**src/rtl/hdma_if.sv**
```systemverilog
// hdma_if: CPU register window, source read bus and VRAM write port
// of the CGB HDMA engine. master = DMA engine, slave = system side.
interface hdma_if;
  logic        cpu_sel_reg;
  logic [7:0]  cpu_addr;
  logic        cpu_wr;
  logic [7:0]  cpu_di;
  logic [7:0]  cpu_do;
  logic [15:0] src_addr;
  logic        src_rd;
  logic [7:0]  src_data;
  logic [12:0] vram_addr;
  logic [7:0]  vram_di;
  logic        vram_wren;
  logic        vram1_wren;
  logic        cpu_stall;

  modport master (
    input  cpu_sel_reg, cpu_addr, cpu_wr, cpu_di,
    input  src_data,
    output cpu_do, src_addr, src_rd,
    output vram_addr, vram_di, vram_wren, vram1_wren,
    output cpu_stall
  );

  modport slave (
    output cpu_sel_reg, cpu_addr, cpu_wr, cpu_di,
    output src_data,
    input  cpu_do, src_addr, src_rd,
    input  vram_addr, vram_di, vram_wren, vram1_wren,
    input  cpu_stall
  );
endinterface

```
**src/rtl/hdma.sv**
```systemverilog
// hdma: CGB VRAM DMA (FF51-FF55), GDMA bursts and HBlank-paced HDMA.
// Option `HDMA_LCDOFF_XFER_EN: HDMA blocks also run while the LCD is off.
module hdma #(
  parameter int BLK_BYTES = 16
) (
  input  logic       clk_sys,
  input  logic       reset_n,
  input  logic       ce,
  input  logic       isGBC,
  input  logic       vbk,
  input  logic [1:0] lcd_mode,
  input  logic       lcd_on,
  hdma_if.master     bus
);

  localparam int BW =
    (BLK_BYTES > 1) ? $clog2(BLK_BYTES) : 1;
  localparam logic [BW-1:0] LAST = BW'(BLK_BYTES - 1);

  typedef enum logic [2:0] {
    IDLE, GDMA_XFER, HDMA_WAIT, HDMA_XFER, HDMA_HOLD
  } st_t;

  st_t           st_q, st_n;
  logic          ph_q, ph_n;
  logic [BW-1:0] bc_q, bc_n;
  logic [15:0]   src_q, src_n;
  logic [12:0]   dst_q, dst_n;
  logic [6:0]    rem_q, rem_n;
  logic          stop_q, stop_n;
  logic          bank_q, bank_n;
  logic [1:0]    mode_q;

  logic       wr, wr55, hb_edge, go, leave;
  logic       xfer, wr_ph;
  logic [7:0] di;
  logic [13:0] dst_sum;

  assign di      = bus.cpu_di;
  assign wr      = ce & bus.cpu_wr & bus.cpu_sel_reg & isGBC;
  assign wr55    = wr & (bus.cpu_addr == 8'h55);
  assign hb_edge = lcd_on & (lcd_mode == 2'b00)
                 & (mode_q != 2'b00);
  assign dst_sum = {1'b0, dst_q} + 14'd1;

`ifdef HDMA_LCDOFF_XFER_EN
  assign go    = hb_edge | ~lcd_on;
  assign leave = (lcd_mode != 2'b00) | ~lcd_on;
`else
  assign go    = hb_edge;
  assign leave = (lcd_mode != 2'b00);
`endif

  assign xfer  = isGBC & ((st_q == GDMA_XFER)
               | (st_q == HDMA_XFER));
  assign wr_ph = xfer & ph_q;

  always_comb begin
    st_n   = st_q;
    ph_n   = ph_q;
    bc_n   = bc_q;
    src_n  = src_q;
    dst_n  = dst_q;
    rem_n  = rem_q;
    stop_n = stop_q;
    bank_n = bank_q;
    unique case (st_q)
      IDLE: begin
        ph_n   = 1'b0;
        bc_n   = '0;
        stop_n = 1'b0;
        if (wr) begin
          unique case (1'b1)
            bus.cpu_addr == 8'h51: src_n[15:8] = di;
            bus.cpu_addr == 8'h52: src_n[7:0] = {di[7:4], 4'h0};
            bus.cpu_addr == 8'h53: dst_n[12:8] = di[4:0];
            bus.cpu_addr == 8'h54: dst_n[7:0] = {di[7:4], 4'h0};
            bus.cpu_addr == 8'h55: begin
              rem_n  = di[6:0];
              bank_n = vbk;
              st_n   = di[7] ? HDMA_WAIT : GDMA_XFER;
            end
            default: ;
          endcase
        end
      end
      GDMA_XFER, HDMA_XFER: begin
        ph_n = ~ph_q;
        if (ph_q) begin
          src_n = src_q + 16'd1;
          dst_n = dst_sum[12:0];
          bc_n  = bc_q + BW'(1);
          if (dst_sum[13]) begin
            // running off the top of VRAM ends the whole transfer
            st_n  = IDLE;
            rem_n = 7'h7F;
          end else if (bc_q == LAST) begin
            bc_n  = '0;
            rem_n = rem_q - 7'd1;
            if (rem_q == 7'd0) stop_n = 1'b1;
            if (st_q == HDMA_XFER) st_n = HDMA_HOLD;
            else if (rem_q == 7'd0) st_n = IDLE;
          end
        end
        if (st_q == HDMA_XFER && wr55) begin
          if (di[7]) begin
            rem_n  = di[6:0];
            stop_n = 1'b0;
          end else begin
            stop_n = 1'b1;
          end
        end
      end
      HDMA_WAIT: begin
        ph_n = 1'b0;
        bc_n = '0;
        if (wr55) begin
          if (di[7]) rem_n = di[6:0];
          else st_n = IDLE;
        end else if (go) begin
          st_n   = HDMA_XFER;
          bank_n = vbk;
        end
      end
      HDMA_HOLD: begin
        if (wr55) begin
          if (di[7]) begin
            rem_n  = di[6:0];
            stop_n = 1'b0;
          end else begin
            st_n = IDLE;
          end
        end else if (stop_q) begin
          st_n = IDLE;
        end else if (leave) begin
          st_n = HDMA_WAIT;
        end
      end
      default: st_n = IDLE;
    endcase
    if (!isGBC) begin
      st_n = IDLE;
      ph_n = 1'b0;
      bc_n = '0;
    end
  end

  always_ff @(posedge clk_sys or negedge reset_n) begin
    if (!reset_n) begin
      st_q   <= IDLE;
      ph_q   <= 1'b0;
      bc_q   <= '0;
      src_q  <= 16'h0000;
      dst_q  <= 13'h0000;
      rem_q  <= 7'h7F;
      stop_q <= 1'b0;
      bank_q <= 1'b0;
      mode_q <= 2'b00;
    end else if (ce) begin
      st_q   <= st_n;
      ph_q   <= ph_n;
      bc_q   <= bc_n;
      src_q  <= src_n;
      dst_q  <= dst_n;
      rem_q  <= rem_n;
      stop_q <= stop_n;
      bank_q <= bank_n;
      mode_q <= lcd_mode;
    end
  end

  assign bus.cpu_do =
    (isGBC & bus.cpu_sel_reg & (bus.cpu_addr == 8'h55))
    ? {st_q == IDLE, rem_q} : 8'hFF;
  assign bus.src_addr   = src_q;
  assign bus.src_rd     = xfer & ~ph_q & ce;
  assign bus.vram_addr  = dst_q;
  assign bus.vram_di    = wr_ph ? bus.src_data : 8'h00;
  assign bus.vram_wren  = wr_ph & ce & ~bank_q;
  assign bus.vram1_wren = wr_ph & ce & bank_q;
  assign bus.cpu_stall  = xfer;

endmodule

```
**src/flat_wrapper.sv**
```systemverilog
// flat-port wrapper written by rule: the top's interface ports become plain ports
module hdma_flat 
#(
  parameter int BLK_BYTES = 16
)
  (clk_sys, reset_n, ce, isGBC, vbk, lcd_mode, lcd_on, bus_cpu_sel_reg, bus_cpu_addr, bus_cpu_wr, bus_cpu_di, bus_src_data, bus_cpu_do, bus_src_addr, bus_src_rd, bus_vram_addr, bus_vram_di, bus_vram_wren, bus_vram1_wren, bus_cpu_stall);
  hdma_if bus_i ();
  input  logic clk_sys;
  input  logic reset_n;
  input  logic ce;
  input  logic isGBC;
  input  logic vbk;
  input  logic [1:0] lcd_mode;
  input  logic lcd_on;
  input wire logic [$bits(bus_i.cpu_sel_reg)-1:0] bus_cpu_sel_reg;
  input wire logic [$bits(bus_i.cpu_addr)-1:0] bus_cpu_addr;
  input wire logic [$bits(bus_i.cpu_wr)-1:0] bus_cpu_wr;
  input wire logic [$bits(bus_i.cpu_di)-1:0] bus_cpu_di;
  input wire logic [$bits(bus_i.src_data)-1:0] bus_src_data;
  output wire logic [$bits(bus_i.cpu_do)-1:0] bus_cpu_do;
  output wire logic [$bits(bus_i.src_addr)-1:0] bus_src_addr;
  output wire logic [$bits(bus_i.src_rd)-1:0] bus_src_rd;
  output wire logic [$bits(bus_i.vram_addr)-1:0] bus_vram_addr;
  output wire logic [$bits(bus_i.vram_di)-1:0] bus_vram_di;
  output wire logic [$bits(bus_i.vram_wren)-1:0] bus_vram_wren;
  output wire logic [$bits(bus_i.vram1_wren)-1:0] bus_vram1_wren;
  output wire logic [$bits(bus_i.cpu_stall)-1:0] bus_cpu_stall;
  assign bus_i.cpu_sel_reg = bus_cpu_sel_reg;
  assign bus_i.cpu_addr = bus_cpu_addr;
  assign bus_i.cpu_wr = bus_cpu_wr;
  assign bus_i.cpu_di = bus_cpu_di;
  assign bus_i.src_data = bus_src_data;
  assign bus_cpu_do = bus_i.cpu_do;
  assign bus_src_addr = bus_i.src_addr;
  assign bus_src_rd = bus_i.src_rd;
  assign bus_vram_addr = bus_i.vram_addr;
  assign bus_vram_di = bus_i.vram_di;
  assign bus_vram_wren = bus_i.vram_wren;
  assign bus_vram1_wren = bus_i.vram1_wren;
  assign bus_cpu_stall = bus_i.cpu_stall;
  hdma #(.BLK_BYTES(BLK_BYTES)) u_core (.clk_sys(clk_sys), .reset_n(reset_n), .ce(ce), .isGBC(isGBC), .vbk(vbk), .lcd_mode(lcd_mode), .lcd_on(lcd_on), .bus(bus_i));
endmodule
```
**config.mk**
```make
export PLATFORM = sky130hd
export DESIGN_NAME = hdma_flat
export DESIGN_NICKNAME = d
export VERILOG_FILES = /design/src/rtl/hdma_if.sv /design/src/rtl/hdma.sv /design/src/flat_wrapper.sv
export SDC_FILE = /design/constraint.sdc
export NUM_CORES = 1
export LEC_CHECK = 0
export ABC_AREA = 1
export BUFFER_PORTS_ARGS = -buffer_cell sky130_fd_sc_hd__buf_4
export CAP_MARGIN = 15
export CORE_UTILIZATION = 59
export CTS_CLUSTER_SIZE = 10
export DETAILED_ROUTE_END_ITERATION = 10
export GPL_TIMING_DRIVEN = 0
export PLACE_DENSITY = 0.86
export SYNTH_ARGS = -nofsm -noshare
export SYNTH_HDL_FRONTEND = slang
export SYNTH_SLANG_ARGS = --single-unit
```
**constraint.sdc**
```tcl
create_clock -name clk_sys -period 4.6 [get_ports clk_sys]
set_clock_uncertainty 0.2 [all_clocks]
set_input_delay 0.69 -clock clk_sys [delete_from_list [all_inputs] [get_ports clk_sys]]
set_output_delay 0.69 -clock clk_sys [all_outputs]
set_load 0.005 [all_outputs]
```
Yosys cells after proc, flatten, opt, wreduce, memory -nomap -nowiden
Index checks and enable logic that the tools add are counted.
- bits of input ports: 34
- bits in registers: 48
- output and inout port bits: 49
- word-level logic and storage cells: 150
- eq/ne operators: 35
- reductions and logical operators: 23
- add/sub/neg operators: 4
- mux-type cells: 59
- bitwise gates (word level): 18
- operators by type and width (cell ; count):
    $mux 7 ; 9
    $mux 3 ; 14
    $eq 8x7->1 const B ; 5
    $mux 8 ; 5
    $mux 16 ; 2
    $pmux 16 s2 ; 1
    $mux 13 ; 2
    $pmux 13 s2 ; 1
    $ne 2x1->1 const B ; 11
    $pmux 7 s3 ; 1
    $reduce_and 5->1 ; 4
    $add 16x1->16 const B ; 1
    $mux 4 ; 4
    $reduce_and 8->1 ; 2
    $and 1x1->1 ; 15
    $add 13x1->14 const B ; 1
    $mux 1 ; 13
    $ne 3x2->1 const B ; 4
    $pmux 3 s4 ; 1
    $reduce_and 6->1 ; 2
    $ne 5x2->1 const B ; 2
    $ne 3x1->1 const B ; 3
    $ne 4x2->1 const B ; 2
    $pmux 4 s2 ; 1
    23 further kinds ; 33

Depth between registers and ports, before layout
Gate-level depths: netlist (run 1).
- word-level depth: 8
- mapped depth: 12
- depth with buffers taken out: 12

Least setup slack after synthesis (run 1)
Ideal clock, no wire load.
- path type: input-to-output
- start: in bus_cpu_addr[5]
- end: out bus_cpu_do[0]
- cell stages on the path: 4
- path slack: 2.329 ns
- required time: 3.710 ns
- path buffers: 0
- data arrival time: 1.381 ns
- cell sequence: nor3_1 -> nand2_1 -> nor2_1 -> nand2_1
- cells in the longest elaborated chain, start to end: 3
- RTL lines (what ; RTL line ; RTL):
    start, declared ; flat_wrapper.sv:16 ; input wire logic [$bits(bus_i.cpu_addr)-1:0] bus_cpu_addr;
    $eq 8x7->1 ; hdma.sv:173 ; (isGBC & bus.cpu_sel_reg & (bus.cpu_addr == 8'h55))
    $and 1x1->1 ; hdma.sv:173 ;
    $mux 8 ; hdma.sv:174 ; ? {st_q == IDLE, rem_q} : 8'hFF;
    end, declared ; flat_wrapper.sv:20 ; output wire logic [$bits(bus_i.cpu_do)-1:0] bus_cpu_do;
No other way between the ends.

Final worst setup path (run 1)
- start: in bus_cpu_addr[5]
- end: out bus_cpu_do[5]
The elaborated chain is that of the path after synthesis.

==> results by group, run 1 <==
Critical path
  • Slowest stage delay, CP: 520 ps
  • Flop-to-flop setup slack: ~2600 ps
  • Critical path peak fanout: 8
  • CP delay by family, top: simple AND/OR/NAND/NOR gates
  • Crit path required time: ~3700 ps
  • Critical Path End Type: output port
  • Crit path kind: in2out
  • Startpoint types: input pin
  • Crit path DAT: just under 2000 ps
  • Reg2reg path depth: 10
  • Crit path cell chain: buf_4 > nor3_1 > nand2_1 > nor2_1 > nand2_1 > buf_4
  • Worst Path Buf+Inv: 2
  • Slowest-stage cell, CP: nor2_1
  • FF-to-FF End: u_core.bus.vram_addr[6]$_DFFE_PN0P_
  • Reg-to-reg critical path startpoint: u_core.bus.vram_addr[0]$_DFFE_PN0P_

Timing
  • RSZ-0062 raised after global routing: no
  • Slew headroom: 0.567
  • Max-slew violations: 0
  • Final min period: approximately 2900 ps
  • Final Cycle Share: 0.624
  • Max Freq: approximately 350 MHz
  • Endpoints failing setup: 0
  • Final WS setup: approximately 1700 ps
  • WHS: about 180 ps
  • Final TNS setup: 0 ps
  • Pin slew with the least headroom to its limit: 647 ps
  • Hold Vio Cnt, Final: 0

Floorplan
  • Std-Cell Rows: 27
  • Initial Util: 0.629
  • DIE AREA: roughly 6300 sq um
  • DIE WIDTH: 79.5 microns
  • Io pins: 83
  • Core ar.: around 5600 sq um
  • Vert. Die Dim: between 70 and 80 microns

Place
  • Post-DP HPWL: 7.48 mm
  • Final Wtd Congestion: 0.874
  • DP Area: ~4200 sq um
  • Pre-CTS setup slack: roughly 1800 ps
  • Port Buffer Count: slightly above 80

Synth
  • Post-Syn Area per Cell: between 6 and 7 sq um
  • Distinct cells, synth: 37
  • Top FF cell, synth: dfrtp_1
  • Seq/Total Area, Yosys: 0.341
  • Yosys reg bits: between 40 and 50
  • Post-synth EDFFs: 0
  • Async set-reset flop share out of synthesis: 1.00
  • Synth top area cells: dfrtp_1, nand2_1, nor2_1, inv_1, dfstp_2
  • Post-Syn Area: 3550 sq um
  • Commonest cells post-synth: nand2_1, nor2_1, inv_1, dfrtp_1
  • Count leader, synth: nand2_1
  • Yosys warnings: 0
  • Mapped Cells: 545
  • Synth top area share: 0.289
  • Net Count, Synth: slightly below 600
  • Area leader, netlist: dfrtp_1

Hold path
  • Worst hold path class: in2async

Pwr
  • Leakage: about 2.3 nW
  • Worst vdd ir: around 0.32 mV
  • P per Cell Area: about 520 nW/um^2

Detailed routing
  • Vias: ~3900
  • Router iterations before antenna repair: 6
  • Vias per std cell: 5.48
  • Post-DRT Antenna Nets: 0
  • Drt drc: 0
  • Routed wire length: roughly 9.8 mm
  • Initial DRC Count: around 260
  • Per-cell routed wire length: 13.8 microns

Job
  • Max-Cap Viols: 0

Clock tree
  • Cts hold-fix bufs: 0
  • CTS Buf Count: 5
  • Clock sinks: between 40 and 50
  • CTS tree: done
  • Post CTS Setup Buffer Count: 0
  • H-tree depth: 2
  • CTS root buffer: clkbuf_8
  • Post-cts sizing count: 0
  • CTS clk-pin slew, worst paths: roughly 90 ps
  • Worst skew pair latency: a little over 300 ps
  • CTS max path bufs: 2

Status
  • Status: finished, final reports clean

GRT
  • GR Util All Layers: 0.328
  • Largest net degree at the start of global routing: approximately 50
  • GR Overflow Total: 0
  • Number of global-route vias before repair: ~3800
  • Initial antenna violation count: 0
  • First-pass GRT wire length: approximately 16 mm

Layout
  • N_diodes: 0
  • Synthesis-to-layout area growth: 23.1%
  • Layout Nets: 672
  • Final instance area: 4370 sq um
  • Share of cells above drive strength 1: 0.213
  • Post-Route Utilization: 0.774
## layout make-up
type / count / area, sq um
Buffer: 6 / 31.3
Clock buffer: 6 / 82.6
Clock inverter: 2 / 38.8
Fill cell: 459 / 1270
Inverter: 78 / 294
Multi-Input combinational cell: 413 / 2010
Sequential cell: 48 / 1210
Tap cell: 72 / 90.1
Timing Repair Buffer: 81 / 608
## where the power goes
| part | total [W] | switching (W) | internal, W |
|---|---|---|---|
| clock network | 0.000331 | 0.000153 | 0.000178 |
| registers | 0.000801 | 0.000196 | 0.000605 |
| logic | 0.00116 | 0.000698 | 0.000462 |
## placed cells by master (no fill, tap or decap), types with 4 or more instances in the layout
cell	instances
buf_4	82
nor2_1	77
xnor2_1	4
dfrtp_1	41
nand2_1	170
ha_1	5
a21oi_1	23
nor3_1	7
nor2_4	4
buf_2	4
nand3_1	29
inv_2	8
nand3b_1	6
o31ai_1	4
nand4_1	7
nand2_2	10
dfstp_2	7
o21ai_0	29
xor2_1	9
o21ai_1	4
inv_1	69
o21bai_1	4
clkbuf_8	6
## metal layers
metal / GRT usage / share of wire
met5: 0 / 0
met4: 0.158 / 0.027
met3: 0.0549 / 0.073
met2: 0.602 / 0.51
met1: 0.363 / 0.39
## worst max-delay path by stage
stage | from | endpoint | slack, ps | cells past startpoint
after floorplan | bus_cpu_addr[5] | bus_cpu_do[0] | 2330 | 4
after global placement | bus_cpu_addr[5] | bus_cpu_do[2] | 1800 | 6
after detailed placement | bus_cpu_addr[5] | bus_cpu_do[5] | 1770 | 6
after CTS | bus_cpu_addr[5] | bus_cpu_do[5] | 1770 | 6
after global routing | bus_cpu_addr[5] | bus_cpu_do[2] | 1590 | 6
final | bus_cpu_addr[5] | bus_cpu_do[5] | 1730 | 6
## sequential cells by signal, summed over array words and instances (netlist names)
| signal | cells |
|---|---|
| u_core.bus.vram_addr | 13 |
| u_core.bc_q | 4 |
| u_core.ph_q | 1 |
| u_core.mode_q | 2 |
| u_core.rem_q | 7 |
| u_core.stop_q | 1 |
| u_core.st_q | 3 |
| u_core.bus.src_addr | 16 |
| u_core.bank_q | 1 |
## cell families after synthesis
group,count (synthesis),share of synthesized area
AO/OA/AOI/OAI,74,0.119
XOR/XNOR,13,0.0321
adder cells (fa/ha/maj),5,0.0176
buffers and inverters,84,0.0917
flip-flops,48,0.341
AND/OR/NAND/NOR,321,0.398
## per-stage QoR
step,total power (W),instances
after floorplan,0.00152,545
after global placement,0.00190,698
after detailed placement,0.00194,698
after CTS,0.00228,706
after global routing,0.00247,706
final,0.00229,706
## worst register-to-register path, stage by stage, from the launching register on
cell	delay, ps
dfrtp_1	440
ha_1	250
nand3_1	150
nor2_1	80
nand2_1	90
inv_1	60
or2_2	270
nand2_1	70
nor2_1	40
o21ai_0	180
nand2_1	70
No activity file was read; power rests on OpenSTA's default activity.
==> run 2: changes to the inputs <==
- CORE_UTILIZATION: 59 -> 49
- PLACE_DENSITY: 0.86 -> 0.77
- clock period: 4.6 -> 2.4 ns (I/O delays scaled with it)
==> run 2 against run 1 <==
Compared with the run above:
- die area rose by 20%
- non-clock buffer count rose by 5
- critical path depth rose by 3
- wire length rose by 0.35%
- setup slack got worse by 1600 ps
- hold slack got worse by 120 ps
- first-iteration DRC count fell by 35%
- register-to-register slack got worse by 2300 ps
- clock power rose by 90%
- final cell count rose by 4.1%
- via count fell by 1.4%
- flip-flop and latch count did not move
==> results by group, run 2 (synthesis gave the netlist of run 1 again) <==
Timing
  • Pin slew with the least headroom to its limit: 657 ps (+10.1 ps)
  • Final TNS setup: 0 ps (unchanged)
  • Endpoints failing setup: 0 (unchanged)
  • Final Cycle Share: 0.955
  • Final min period: 2290 ps
  • Max Freq: between 400 and 500 MHz
  • Hold Vio Cnt, Final: 0 (unchanged)
  • Max-slew violations: 0 (unchanged)
  • Slew headroom: 0.562 (-0.00512)

GRT
  • First-pass GRT wire length: 16.2 mm (-1.7%)
  • Initial antenna violation count: 0 (unchanged)
  • GR Util All Layers: 0.270 (-0.0580)
  • GR Overflow Total: 0 (unchanged)
  • Number of global-route vias before repair: 3582 (-5.2%)
  • Largest net degree at the start of global routing: 49 (unchanged)

Detailed routing
  • Drt drc: 0 (unchanged)
  • Vias: 3814 (-1.4%)
  • Routed wire length: 9.79 mm (+0.35%)
  • Per-cell routed wire length: 13.3 microns (-3.6%)
  • Router iterations before antenna repair: 4 (-2)
  • Initial DRC Count: 165 (-35%)
  • Post-DRT Antenna Nets: 0 (unchanged)
  • Vias per std cell: 5.19 (-5.3%)

Critical path
  • Slowest stage delay, CP: 380 ps (-140 ps)
  • Critical Path End Type: output port
  • Crit path DAT: 1730 ps (-250 ps)
  • Crit path kind: reg2out
  • Worst Path Buf+Inv: 4 (+2)
  • CP delay by family, top: simple AND/OR/NAND/NOR gates
  • Slowest-stage cell, CP: dfrtp_1
  • Reg-to-reg critical path startpoint: u_core.st_q[0]$_DFFE_PN0P_
  • Startpoint types: register
  • Reg2reg path depth: 11 (+1)
  • Critical path peak fanout: 9 (+1)
  • Worst path depth: 9 (+3)
  • Flop-to-flop setup slack: 340 ps (-2270 ps)
  • Crit path cell chain: buf_4 > nor2_8 > inv_1 > nor2_4 > nand2_4 > nor2_4 > inv_1 > nor2_1 > buf_4
  • Crit path required time: 1840 ps (-1870 ps)
  • FF-to-FF End: u_core.bus.src_addr[9]$_DFFE_PN0P_

Clock tree
  • CTS clk-pin slew, worst paths: 100 ps (about the same)
  • H-tree depth: 2 (unchanged)
  • Clock sinks: 48 (unchanged)
  • CTS Buf Count: 5 (unchanged)
  • CTS max path bufs: 2 (unchanged)
  • Worst skew pair latency: 310 ps (about the same)
  • CTS root buffer: clkbuf_8
  • CTS tree: done

Pwr
  • Leakage: 2.31 nW (+1.3%)
  • Worst vdd ir: 0.557 mV (+72%)
  • P per Cell Area: 998 nW/um^2 (+90%)

Hold path
  • HP Start: lcd_mode[1]
  • Hold Path End: u_core.mode_q[1]$_DFFE_PN0P_
  • Hold depth: 3
  • Worst hold path class: in2reg

Place
  • Post-DP HPWL: 7.46 mm (-0.34%)
  • Final Wtd Congestion: 0.874 (about the same)
  • Port Buffer Count: 81 (unchanged)

Floorplan
  • Io pins: 83 (unchanged)
  • Std-Cell Rows: 30 (+11%)
  • DIE WIDTH: 87.1 microns (+9.5%)
  • Vert. Die Dim: 87.1 microns (+9.5%)
  • DIE AREA: 7580 sq um (+20%)
  • Core ar.: 6910 sq um (+22%)
  • Initial Util: 0.514 (-0.115)

Layout
  • N_diodes: 0 (unchanged)
  • Largest register FFs: 16 (unchanged)
  • Synthesis-to-layout area growth: 25.2%
  • Post-Route Utilization: 0.643 (-0.131)
  • Share of cells above drive strength 1: 0.218 (+0.00459)
  • Commonest cells after routing, fill and taps aside: nand2_1, buf_4, nor2_1
  • Multi-input gate area: 2020 sq um (+0.50%)
  • Fillers: 662 (+44%)
  • Seq. cell area: 1210 sq um (unchanged)
  • Commonest non-fill, non-tap cell in the layout: nand2_1
  • Layout Nets: 677 (+0.74%)

Job
  • Max-Cap Viols: 0 (unchanged)

Status
  • Status: finished, final reports clean
==> run 2: per-stage QoR <==
step	worst slack, ps	total power, W	cell area [sq um]	cells	hold slack, ps
floorplan	570	0.00290	3550	545	-136
global placement	270	0.00367	4280	722	227
detailed placement	252	0.00373	4280	722	232
CTS	6.39	0.00437	4410	731	60.4
global route	-2.36	0.00480	4440	735	84.2
finish	107	0.00443	4440	735	62.3
==> run 2: worst max-delay path by stage <==
stage	start	slack (ps)	end
2_1_floorplan	u_core.st_q[2]$_DFFE_PN0P_	570	bus_vram1_wren
3_3_place_gp	bus_cpu_addr[5]	270	bus_cpu_do[2]
3_5_place_dp	bus_cpu_addr[5]	250	bus_cpu_do[4]
4_1_cts	u_core.st_q[2]$_DFFE_PN0P_	6	bus_vram1_wren
5_1_grt	u_core.st_q[2]$_DFFE_PN0P_	-2	bus_vram1_wren
6_report	u_core.st_q[2]$_DFFE_PN0P_	110	bus_vram1_wren
==> run 2: power breakdown <==
part,total (W),internal [W],switching (W)
Sequential,0.00154,0.00116,0.000377
Clock,0.000630,0.000315,0.000316
Combinational,0.00226,0.000930,0.00133
Total,0.00443,0.00240,0.00203
==> run 2: area by class of cell <==
cell class                      instances  area share
Clock inverter                          3      0.0104
Clock buffer                            5      0.0155
Sequential cell                        48       0.272
Inverter                               78      0.0662
Multi-Input combinational cell        413       0.455
Tap cell                               96      0.0270
Buffer                                  6     0.00704
Timing Repair Buffer                   86       0.146
==> run 2: timing repair <==
action | CTS | global route
resized for setup | 2 | 0
hold buffers | 1 | 0
hold endpoints to repair | 41 | 0
pin swaps | 0 | 1
endpoints found under the setup margin | 2 | 2
setup buffers | 0 | 4
==> run 2: tightest hold or removal path, stage by stage <==
cell,delay (ps)
buf_4,80
nand2_1,40
nand2_1,60
==> run 2: layer usage <==
layer	vias to the layer above	share of wire	global-route usage	routed length (microns)
li1	1907	-	-	-
met1	1767	0.43	0.333	4190
met2	128	0.50	0.482	4890
met3	12	0.055	0.0360	543
met4	0	0.017	0.0955	164
met5	-	0	0	0
==> run 3: changes to the inputs <==
- ABC_AREA: 1 -> unset
==> run 3 against run 2 <==
Compared with the run above:
- the flow now finishes with violations (design-rule violations)
- total power down 42%
- via count down 4.6%
- final area down 3.7%
- clock-buffer cell count up 1
- wire length up 3.0%
- utilization down 1.0 points
- synthesized cell count down 26%
- critical path type unchanged
- critical endpoint is now bus_src_rd
- highest routed layer unchanged
==> results by group, run 3 <==
Timing
  • Max Freq: 433 MHz (-0.68%)
  • Pin slew with the least headroom to its limit: 621 ps (-35.9 ps)
  • WHS: 115 ps (+52.4 ps)
  • Hold Vio Cnt, Final: 0 (unchanged)
  • Max-slew violations: 0 (unchanged)
  • Final WS setup: 91.4 ps (-15.7 ps)
  • Final Cycle Share: 0.962 (+0.00654)
  • Slew headroom: 0.580 (+0.0181)
  • Endpoints failing setup: 0 (unchanged)
  • Final min period: 2310 ps (+15.7 ps)
  • RSZ-0062 raised after global routing: no

Layout
  • Seq. cell area: 1210 sq um (unchanged)
  • Layout Nets: 531 (-22%)
  • Post-Route Utilization: 0.633 (-0.00997)
  • Fillers: 611 (-7.7%)
  • Final Non-Filler Cells: 573 (-22%)
  • Multi-input gate area: 2070 sq um (+2.2%)
  • N_diodes: 0 (unchanged)
  • Share of cells above drive strength 1: 0.276 (+0.0583)
  • Synthesis-to-layout area growth: 25.4%
  • Commonest non-fill, non-tap cell in the layout: buf_4
  • Commonest cells after routing, fill and taps aside: buf_4, nor2_1, dfrtp_1
  • Largest register FFs: 16 (unchanged)

Clock tree
  • Clock sinks: 48 (unchanged)
  • CTS Buf Count: 5 (unchanged)
  • CTS tree: done
  • Worst skew pair latency: 310 ps (about the same)
  • CTS clk-pin slew, worst paths: 80 ps (-20 ps)
  • CTS root buffer: clkbuf_8
  • CTS max path bufs: 2 (unchanged)
  • H-tree depth: 2 (unchanged)

Critical path
  • Crit path kind: reg2out
  • Reg-to-reg critical path startpoint: u_core.st_q[1]$_DFFE_PN0P_
  • Flop-to-flop setup slack: 130 ps (-210 ps)
  • Crit path required time: 1840 ps (about the same)
  • Critical Path End Type: output port
  • Reg2reg path depth: 6 (-5)
  • Slowest stage delay, CP: 370 ps (about the same)
  • Slowest-stage cell, CP: dfrtp_1
  • Critical path peak fanout: 10 (+1)
  • Cell repeated most along the worst path: buf_4
  • Crit path DAT: 1750 ps (+20 ps)
  • CP delay by family, top: buffers and inverters
  • FF-to-FF End: u_core.bus.src_addr[11]$_DFFE_PN0P_
  • Crit path cell chain: clkbuf_2 > nand2b_1 > buf_4 > nor3_2 > buf_4
  • Worst Path Buf+Inv: 3 (-1)
  • Startpoint types: register

Job
  • Max-Cap Viols: 0 (unchanged)

Hold path
  • Worst hold path class: in2reg
  • HP Start: lcd_mode[0]
  • Hold Path End: u_core.mode_q[0]$_DFFE_PN0P_
  • Hold depth: 2 (-1)

Pwr
  • Leakage: 1.88 nW (-18%)
  • Worst vdd ir: 0.288 mV (-48%)
  • P per Cell Area: 601 nW/um^2 (-40%)

Synth
  • Net Count, Synth: 441 (-24%)
  • Post-synth EDFFs: 0 (unchanged)
  • Area leader, netlist: dfrtp_1
  • Count leader, synth: nor2_1
  • Synth top area cells: dfrtp_1, dfstp_2, nor2_1, o22a_1, nand2_1
  • Synth top area share: 0.301 (+0.0117)
  • Distinct cells, synth: 62 (+68%)
  • Yosys reg bits: 48 (unchanged)
  • Async set-reset flop share out of synthesis: 1.00 (unchanged)
  • Mapped Cells: 402 (-26%)
  • Seq/Total Area, Yosys: 0.355 (+0.0138)
  • Top FF cell, synth: dfrtp_1
  • Commonest cells post-synth: nor2_1, dfrtp_1, nand2_1, a21oi_1, o21ai_0
  • Post-Syn Area per Cell: 8.48 sq um (+30%)
  • Post-Syn Area: 3410 sq um (-3.9%)
  • Yosys warnings: 0 (unchanged)

GRT
  • Largest net degree at the start of global routing: 49 (unchanged)
  • Number of global-route vias before repair: 3227 (-9.9%)
  • GR Util All Layers: 0.274 (+0.00355)
  • Initial antenna violation count: 0 (unchanged)
  • First-pass GRT wire length: 16.1 mm (-0.64%)
  • GR Overflow Total: 0 (unchanged)

Floorplan
  • Io pins: 83 (unchanged)
  • Std-Cell Rows: 30 (unchanged)
  • DIE AREA: 7300 sq um (-3.8%)
  • Vert. Die Dim: 85.4 microns (-1.9%)
  • DIE WIDTH: 85.4 microns (-1.9%)
  • Core ar.: 6760 sq um (-2.2%)
  • Initial Util: 0.505 (-0.00896)

Detailed routing
  • Vias: 3639 (-4.6%)
  • Routed wire length: 10.1 mm (+3.0%)
  • Per-cell routed wire length: 17.6 microns (+32%)
  • Router iterations before antenna repair: 8 (+4)
  • Drt drc: 2 (+2)
  • Post-DRT Antenna Nets: 0 (unchanged)
  • Initial DRC Count: 293 (+78%)
  • Vias per std cell: 6.35 (+22%)

Status
  • Failing checks: design-rule violations
  • Status: complete, but fails checks

Place
  • Pre-CTS setup slack: 20.9 ps (-231 ps)
  • Final Wtd Congestion: 0.930 (+6.3%)
  • Placed cells: 563 (-22%)
  • Port Buffer Count: 80 (-1.2%)
  • Post-DP HPWL: 7.42 mm (-0.54%)
[run 3: changes by cell type after synthesis, sizes merged, moves of 8 or more]
cell and delta:
nand2 -149, inv -67, nor2 -41, o22a +18, nand2b +14, a31oi +13
and2 +13, nand3 -12, o21ai -12, and3 +10, nor4 +10, clkbuf +9
xor2 -9, buf +8
[run 3: worst max-delay path by stage]
stage | from | end | slack [ps] | cells after the start
after CTS | u_core.st_q[1]$_DFFE_PN0P_ | u_core.bus.src_addr[11]$_DFFE_PN0P_ | 60 | 6
final | u_core.st_q[2]$_DFFE_PN0P_ | bus_src_rd | 90 | 5
after global routing | u_core.st_q[1]$_DFFE_PN0P_ | u_core.bus.src_addr[11]$_DFFE_PN0P_ | 2 | 6
after global placement | bus_cpu_addr[3] | bus_cpu_do[1] | -460 | 5
after floorplan | bus_cpu_addr[3] | u_core.stop_q$_DFFE_PN0P_ | 320 | 5
after detailed placement | bus_cpu_addr[3] | u_core.stop_q$_DFFE_PN0P_ | 20 | 6
[run 3: metal layers]
metal | vias to the layer above | global-route usage | wire, microns | part of all wire
met5 | - | 0 | 0 | 0
met4 | 0 | 0.0864 | 187 | 0.019
met3 | 17 | 0.0302 | 618 | 0.061
met2 | 159 | 0.425 | 4620 | 0.46
met1 | 1756 | 0.400 | 4660 | 0.46
li1 | 1707 | - | - | -
[run 3: layout make-up]
| type | count | area share |
|---|---|---|
| buffer | 22 | 0.0260 |
| multi-input combinational | 321 | 0.483 |
| clock buffer | 6 | 0.0193 |
| tap | 80 | 0.0234 |
| inverter | 10 | 0.00878 |
| sequential | 48 | 0.283 |
| timing repair buffer | 84 | 0.147 |
| clock inverter | 2 | 0.00907 |
[run 3: kinds of logic after synthesis]
group                      Yosys count  share of synthesized area
DFF                                 48                      0.355
adders and majority gates            5                     0.0183
buffers and inverters               33                     0.0429
muxes                                5                     0.0161
and+or+nand+nor                    181                      0.301
AOI/OAI and AO/OA                  130                      0.267
[run 3: per-stage QoR]
| stage | area (sq um) | TNS (ps) | power [W] |
|---|---|---|---|
| floorplan | 3410 | 0 | 0.00157 |
| global placement | 4110 | -3280 | 0.00191 |
| detailed placement | 4120 | 0 | 0.00193 |
| CTS | 4260 | 0 | 0.00257 |
| global route | 4280 | 0 | 0.00270 |
| finish | 4280 | 0 | 0.00257 |
[run 3: power by group]
group,internal (W),leakage (nW),switching [W]
clock,0.000341,0.0614,0.000298
sequential,0.00101,0.603,0.000238
combinational,0.000389,1.22,0.000287
[run 3: what timing repair did]
| action | 4_1_cts | 5_1_grt |
|---|---|---|
| pin swaps | 0 | 1 |
| gates resized for setup | 5 | 3 |
| endpoints found under the hold margin | 41 | 0 |
| hold buffers | 1 | 0 |
| setup endpoints to repair | 10 | 16 |
| buffers inserted | 0 | 2 |
